===== config.mk =====
export PLATFORM = sky130hd
export DESIGN_NAME = filter_sp_controller
export DESIGN_NICKNAME = d
export VERILOG_FILES = /design/src/rtl/filter_sp_controller.sv
export SDC_FILE = /design/constraint.sdc
export NUM_CORES = 1
export LEC_CHECK = 0
export BUFFER_PORTS_ARGS = -buffer_cell sky130_fd_sc_hd__buf_2
export CAP_MARGIN = 20
export CORE_ASPECT_RATIO = 0.8
export CORE_MARGIN = 2
export CORE_UTILIZATION = 23
export DETAILED_ROUTE_END_ITERATION = 10
export SETUP_SLACK_MARGIN = 0.02
export SLEW_MARGIN = 30
export SYNTH_ARGS = -nofsm -noshare
export SYNTH_HDL_FRONTEND = slang
export SYNTH_SLANG_ARGS = --single-unit

===== constraint.sdc =====
create_clock -name clk -period 5.92 [get_ports clk]
set_input_delay 0.592 -clock clk [delete_from_list [all_inputs] [get_ports clk]]
set_output_delay 0.592 -clock clk [all_outputs]
set_load 0.02 [all_outputs]

===== src/rtl/filter_sp_controller.sv =====
// Scratchpad fill/read sequencer: streams filter words in, replays each filter reuse times, retires it.
// Build option FILTER_SP_CIRCULAR_EN: write and base pointers wrap inside the usable region.
module filter_sp_controller #(
  parameter int SP_SIZE              = 8,
  parameter int FILTER_SIZE_REG_SIZE = 8,
  parameter int POINTER_SIZE         = 8,
  parameter int REUSE_SIZE           = 8
) (
  input  logic                            clk,
  input  logic                            rst_n,
  input  logic                            start,
  input  logic                            clear,
  input  logic [FILTER_SIZE_REG_SIZE-1:0] filter_size,
  input  logic [FILTER_SIZE_REG_SIZE-1:0] num_filters,
  input  logic [REUSE_SIZE-1:0]           reuse_count,
  input  logic                            av_input,
  input  logic                            read_req,
  output logic                            write_en_src_pad,
  output logic [POINTER_SIZE-1:0]         write_addr,
  output logic [POINTER_SIZE-1:0]         read_addr,
  output logic                            av_filter,
  output logic                            end_of_pass,
  output logic                            end_of_filter,
  output logic                            done,
  output logic                            cfg_err
);
  // state | meaning
  // IDLE  | waiting for a valid start; cfg_err reports the last rejected one
  // RUN   | filling the scratchpad and streaming filter words to the consumer
  // DONE  | all filters retired; held until clear
  localparam int FW = FILTER_SIZE_REG_SIZE;
  localparam int PW = POINTER_SIZE;
  localparam int RW = REUSE_SIZE;
  localparam int TW = POINTER_SIZE + FILTER_SIZE_REG_SIZE;
  localparam logic [TW-1:0] SP_T = TW'(SP_SIZE);

  typedef enum logic [1:0] {IDLE = 2'd0, RUN = 2'd1, DONE = 2'd2} state_t;

  state_t        state;
  logic [FW-1:0] fs_q, nf_q, widx, fcnt;
  logic [RW-1:0] reuse_q, pass;
  logic [PW-1:0] len_q, wp, base, occ;
  logic [TW-1:0] total_q, written;
  logic          done_q, cfg_err_q;

  logic [TW-1:0] fs_in, nf_in, fs_div, total_in;
  logic [PW-1:0] len_in;
  logic          cfg_bad;

  always_comb begin
    fs_in    = TW'(filter_size);
    nf_in    = TW'(num_filters);
    fs_div   = (fs_in == '0) ? TW'(1) : fs_in;
    len_in   = PW'(SP_T - (SP_T % fs_div));
    total_in = fs_in * nf_in;
    cfg_bad  = (fs_in == '0) || (fs_in > SP_T) || (nf_in == '0);
`ifndef FILTER_SP_CIRCULAR_EN
    cfg_bad  = cfg_bad || (total_in > TW'(len_in));
`endif
  end

  logic          run, we, av, fire, last_word, last_pass, eop, eof;
  logic [PW-1:0] wp_next, base_next, rd_addr, occ_next;
`ifdef FILTER_SP_CIRCULAR_EN
  logic [PW:0]   rd_sum, base_sum;
`endif

  always_comb begin
    run       = (state == RUN);
    we        = run && av_input && (written < total_q) && (occ < len_q);
    av        = run && (TW'(widx) < TW'(occ));
    fire      = read_req && av;
    last_word = (widx == fs_q - FW'(1));
    last_pass = (pass == reuse_q - RW'(1));
    eop       = fire && last_word && !last_pass;
    eof       = fire && last_word && last_pass;
    occ_next  = occ + PW'(we) - (eof ? PW'(fs_q) : '0);
`ifdef FILTER_SP_CIRCULAR_EN
    // len_q is a multiple of fs, so base lands exactly on len_q when it wraps
    rd_sum    = {1'b0, base} + (PW + 1)'(widx);
    base_sum  = {1'b0, base} + (PW + 1)'(fs_q);
    rd_addr   = (rd_sum >= {1'b0, len_q}) ? PW'(rd_sum - {1'b0, len_q}) : PW'(rd_sum);
    wp_next   = (wp == len_q - PW'(1)) ? '0 : wp + PW'(1);
    base_next = (base_sum >= {1'b0, len_q}) ? '0 : PW'(base_sum);
`else
    rd_addr   = base + PW'(widx);
    wp_next   = wp + PW'(1);
    base_next = base + PW'(fs_q);
`endif
  end

  always_ff @(posedge clk or negedge rst_n) begin
    if (!rst_n) begin
      state     <= IDLE;
      fs_q      <= '0;
      nf_q      <= '0;
      reuse_q   <= '0;
      len_q     <= '0;
      total_q   <= '0;
      written   <= '0;
      wp        <= '0;
      base      <= '0;
      occ       <= '0;
      widx      <= '0;
      pass      <= '0;
      fcnt      <= '0;
      done_q    <= 1'b0;
      cfg_err_q <= 1'b0;
    end else if (clear) begin
      state     <= IDLE;
      fs_q      <= '0;
      nf_q      <= '0;
      reuse_q   <= '0;
      len_q     <= '0;
      total_q   <= '0;
      written   <= '0;
      wp        <= '0;
      base      <= '0;
      occ       <= '0;
      widx      <= '0;
      pass      <= '0;
      fcnt      <= '0;
      done_q    <= 1'b0;
      cfg_err_q <= 1'b0;
    end else begin
      case (state)
        IDLE: begin
          if (start) begin
            if (cfg_bad) begin
              cfg_err_q <= 1'b1;
            end else begin
              cfg_err_q <= 1'b0;
              fs_q      <= filter_size;
              nf_q      <= num_filters;
              reuse_q   <= (reuse_count == '0) ? RW'(1) : reuse_count;
              len_q     <= len_in;
              total_q   <= total_in;
              written   <= '0;
              wp        <= '0;
              base      <= '0;
              occ       <= '0;
              widx      <= '0;
              pass      <= '0;
              fcnt      <= '0;
              state     <= RUN;
            end
          end
        end
        RUN: begin
          occ <= occ_next;
          if (we) begin
            written <= written + TW'(1);
            wp      <= wp_next;
          end
          if (fire) begin
            if (!last_word) begin
              widx <= widx + FW'(1);
            end else if (!last_pass) begin
              widx <= '0;
              pass <= pass + RW'(1);
            end else begin
              widx <= '0;
              pass <= '0;
              base <= base_next;
              fcnt <= fcnt + FW'(1);
              if (fcnt == nf_q - FW'(1)) begin
                state  <= DONE;
                done_q <= 1'b1;
              end
            end
          end
        end
        DONE: begin
          done_q <= 1'b1;
        end
        default: state <= IDLE;
      endcase
    end
  end

  assign write_en_src_pad = we;
  assign write_addr       = wp;
  assign read_addr        = rd_addr;
  assign av_filter        = av;
  assign end_of_pass      = eop;
  assign end_of_filter    = eof;
  assign done             = done_q;
  assign cfg_err          = cfg_err_q;

endmodule


==> summary by stage <==
Status
The flow ran to the end, but the final reports show violations. The final reports fail on setup timing.

Global routing
The initial antenna violation count is 4. Global routing consumed, over all layers together, 14.4% of the routing resources. The global-route wire length before repair is 83500 um.

Entering global routing, the biggest net connects 74 pins. The number of global-route vias before repair is 16200. For this run the aggregate overflow at the end of global routing stands at 0.

Die
The overall die height is 238 um. For this configuration, the core starts out at a cell density of 23.3%. The overall die area is 70300 um^2. The count of boundary I/O pins is 52. The core region is 67400 um^2. The number of rows created at floorplan is 85. The x dimension of the die is 296 um.

Synthesis
The adder-cell share of the synthesized area is 20.5%. The synthesized netlist devotes 22.2% of its cell area to simple gates. After synthesis, the mean cell area works out to 7.92 um^2.

Summing every instance area after synthesis gives 15700 um^2. By count the netlist is led by 229 x sky130_fd_sc_hd__nand2_1, 194 x sky130_fd_sc_hd__ha_1, 161 x sky130_fd_sc_hd__nor2_1, 146 x sky130_fd_sc_hd__a21oi_1, 141 x sky130_fd_sc_hd__inv_1. The most used flip-flop cell after synthesis is sky130_fd_sc_hd__dfrtp_1. For this run, the register share of the synthesized area comes to 18.5%. The number of synthesized flops with an enable pin is 0. The complex-gate fraction of the synthesized area is 22.8%. sky130_fd_sc_hd__dfrtp_1 takes more of the synthesized area than any other cell.

The most frequently used cell type in the post-synthesis netlist is sky130_fd_sc_hd__nand2_1. The fraction of synthesized cell area taken by the top area cell type is 18.5%. The multiplexer share of the synthesized area is 3.10%.

The number of different library cells used by synthesis comes to 98. The synthesis-stage register bit count is 116. The largest family of logic cells by synthesized area is compound AO/OA/AOI/OAI gates. The async set-or-reset flop fraction in the synthesized netlist is 100%. The number of warnings issued by yosys is 0. Counting every instance in the synthesized netlist gives 1980. In the post-synthesis netlist, the biggest area contributors are sky130_fd_sc_hd__dfrtp_1 19%, sky130_fd_sc_hd__ha_1 15%, sky130_fd_sc_hd__nand2_1 5.5%.

After Yosys synthesis, XOR and XNOR cells account for 7.87% of the synthesized area. The net count of the mapped netlist is 2243.

STA
Setup repair after global routing could not meet its margin everywhere. The number of pins exceeding their max-slew limit in the final report came to 0. The hold violation total from the final report is 0. Final hold analysis gives a worst-case slack of 0.172 ns.

The setup clock skew after layout is 0.0134 ns. Static timing analysis puts the maximum clock frequency at 0.0361 GHz. Counting I/O delays and the setup requirement, the final critical path takes 27.67 ns. After layout, the worst path uses 467% of the clock period. The worst slew slack as a fraction of its limit is 42.8%. The measured slew at the worst slew-check pin is 0.837 ns. Setup violations remaining at the end of the flow were counted as 114.

The worst setup margin is -21.75 ns.

Final layout
The number of nets in the layout is 2861. From synthesis to final layout, the design area changed by 50.2%. In the final layout, the registers with the most flip-flops are total_q (16), written (16).

The post-route netlist has 36.7% of its cells at a drive strength greater than 1.

Setup path
STA classifies the critical path endpoint as a flop. Together, buffers and inverters on the worst path number 37. The highest-delay cell along the critical path is sky130_fd_sc_hd__or4_4. The origin of the critical flop-to-flop path is fs_q[1]$_DFFE_PN0P_.

The most repeated library cell on the critical path is sky130_fd_sc_hd__buf_4. Data on the critical path is required at its endpoint by 6.22 ns. On the worst path, the slowest cell contributes a delay of 0.51 ns. The worst setup path is launched from a primary input. The endpoint arrival time on the critical path is 27.97 ns. The kind of critical path is primary input to flop. The family of cells with the greatest summed delay on the critical path is compound AO/OA/AOI/OAI gates. In this run the critical register-to-register path is captured at occ[7]$_DFFE_PN0P_. The largest fanout of any net on the critical path is 5.

The worst register-to-register path has a depth of 24. The setup check on the worst reg-to-reg path leaves a slack of 0.61 ns.

Drt
For this run, the detailed router's first-pass iteration total came to 6. Dividing the detail-routed wire length by the instance count gives 14.7 um. The antenna violation net count after detailed routing is 0. The wire length reported by the detailed router is 51900 um. The detailed-route vias per instance is 4.74.

The total vias in the final route is 16700. The first-iteration detailed-routing DRC count is 1006. For this run, design rule violations remaining after detail routing come to 0.

Job
Across the run, the number of max-cap violations was 0.

CTS
After clock tree synthesis, the clock-pin slew on the worst setup and hold paths is 0.06 ns. In this run the deepest clock path goes through 2 buffers. The number of clock buffers added by TritonCTS is 17.

The later pin in the worst-skew pair is clocked with a latency of 0.42 ns. CTS built an H-tree with a depth of 4. TritonCTS built the clock tree.

The clock drives 116 sinks. The cell at the root of the clock tree is sky130_fd_sc_hd__clkbuf_16.

Hold path
The worst hold path belongs to the class primary input to async pin.

Placed design
The count of buffers added on input and output ports is 51. The detailed-placement wirelength estimate is 38800 um. Routability-driven placement finished with a final weighted congestion of 0.878.
## metrics by stage
stage	instance area (um^2)	instances	worst slack, ns	utilization [%]	setup TNS [ns]
finish	23600	3526	-21.75	34.9	-2451.22
global placement	21100	3364	-21.37	31.3	-2400.19
global route	23600	3525	-23.16	34.9	-2606.89
floorplan	16500	1980	-21.80	-	-2434.58
CTS	22900	3492	-21.06	33.9	-2380.64
detailed placement	21100	3364	-22.05	31.3	-2477.18
## worst max-delay path by stage
stage | slack, ns | startpoint | endpoint | depth (start not counted)
5_1_grt | -23.16 | filter_size[5] | written[13]$_DFFE_PN0P_ | 155
2_1_floorplan | -21.80 | filter_size[4] | fcnt[7]$_DFFE_PN0P_ | 162
3_3_place_gp | -21.37 | filter_size[4] | pass[6]$_DFFE_PN0P_ | 149
6_report | -21.75 | filter_size[5] | pass[6]$_DFFE_PN0P_ | 165
3_5_place_dp | -22.05 | filter_size[4] | pass[6]$_DFFE_PN0P_ | 148
4_1_cts | -21.06 | filter_size[6] | fcnt[7]$_DFFE_PN0P_ | 155
## worst reg2reg max path, cell delays in order, from the launching register on
cell	delay, ns
sky130_fd_sc_hd__dfrtp_1	0.48
sky130_fd_sc_hd__or4_1	0.57
sky130_fd_sc_hd__nor2_1	0.25
sky130_fd_sc_hd__nand2_1	0.10
sky130_fd_sc_hd__mux2i_1	0.14
sky130_fd_sc_hd__nand2_1	0.06
sky130_fd_sc_hd__o21ai_0	0.08
sky130_fd_sc_hd__a32oi_1	0.08
sky130_fd_sc_hd__a2111oi_0	0.78
sky130_fd_sc_hd__nand2_1	0.15
sky130_fd_sc_hd__nor2_1	0.16
sky130_fd_sc_hd__buf_4	0.19
sky130_fd_sc_hd__nand2_1	0.07
sky130_fd_sc_hd__ha_1	0.27
sky130_fd_sc_hd__ha_1	0.34
sky130_fd_sc_hd__a21o_1	0.20
sky130_fd_sc_hd__a21o_1	0.18
sky130_fd_sc_hd__a21oi_1	0.22
sky130_fd_sc_hd__o21bai_1	0.09
sky130_fd_sc_hd__a21oi_1	0.18
sky130_fd_sc_hd__xnor2_1	0.17
sky130_fd_sc_hd__xnor2_1	0.17
sky130_fd_sc_hd__nor2_1	0.06
sky130_fd_sc_hd__o21ai_1	0.14
sky130_fd_sc_hd__o21ai_1	0.07
## cell type report
cell class	instances	area (um^2)
fillers	6907	43900
multi-input cells	1661	13400
repair buffers	660	4970
flip-flops and latches	116	2900
well taps	913	1140
inverters	142	546
clock buffers	17	425
clock inverters	15	194
diodes	2	5.00
## what timing repair did
action | 4_1_cts | 5_1_grt
gates cloned | 1 | 0
setup buffers | 96 | 33
setup endpoints to repair | 114 | 114
gates resized for setup | 84 | 100
hold buffers | 0 | 0
pin swaps | 120 | 133
## layout by cell type (no fill, tap or decap), drive strengths merged, types with 10 or more instances in the layout
cell type and count:
nor2 161, a21oi 147, dfrtp 116, mux2i 11
xor2 56, and3 23, nor2b 20, clkbuf 17
o21bai 12, mux2 32, nor3 41, o211ai 28
o21a 25, nand4 24, a211oi 16, and2 49
a21o 66, buf 659, or3 19, o31ai 26
ha 194, o21ai 119, fa 39, nor4 11
nand2 230, xnor2 84, inv 148, a31oi 10
nand3 45, nand2b 45
## cell families after synthesis
group	after synthesis
adder cells (fa/ha/maj)	233
multiplexers	43
buffers and inverters	203
AND/OR/NAND/NOR	711
AO/OA/AOI/OAI	534
XOR/XNOR	140
flip-flops	116
## routing by layer
metal  track usage [%]  share of wire (%)  vias to the layer above  routed length (um)
li1                  -                  -                     8313                   -
met5                 0              0.062                        -                  32
met2              22.5                 45                      318               23200
met4              2.63                1.2                        6                 616
met3              1.78                3.8                       55                2000
met1              21.3                 50                     8009               26000
Power is left out: the tool's default activity adds up to more than one toggle a clock period on the data nets, which glitch-free logic cannot reach.
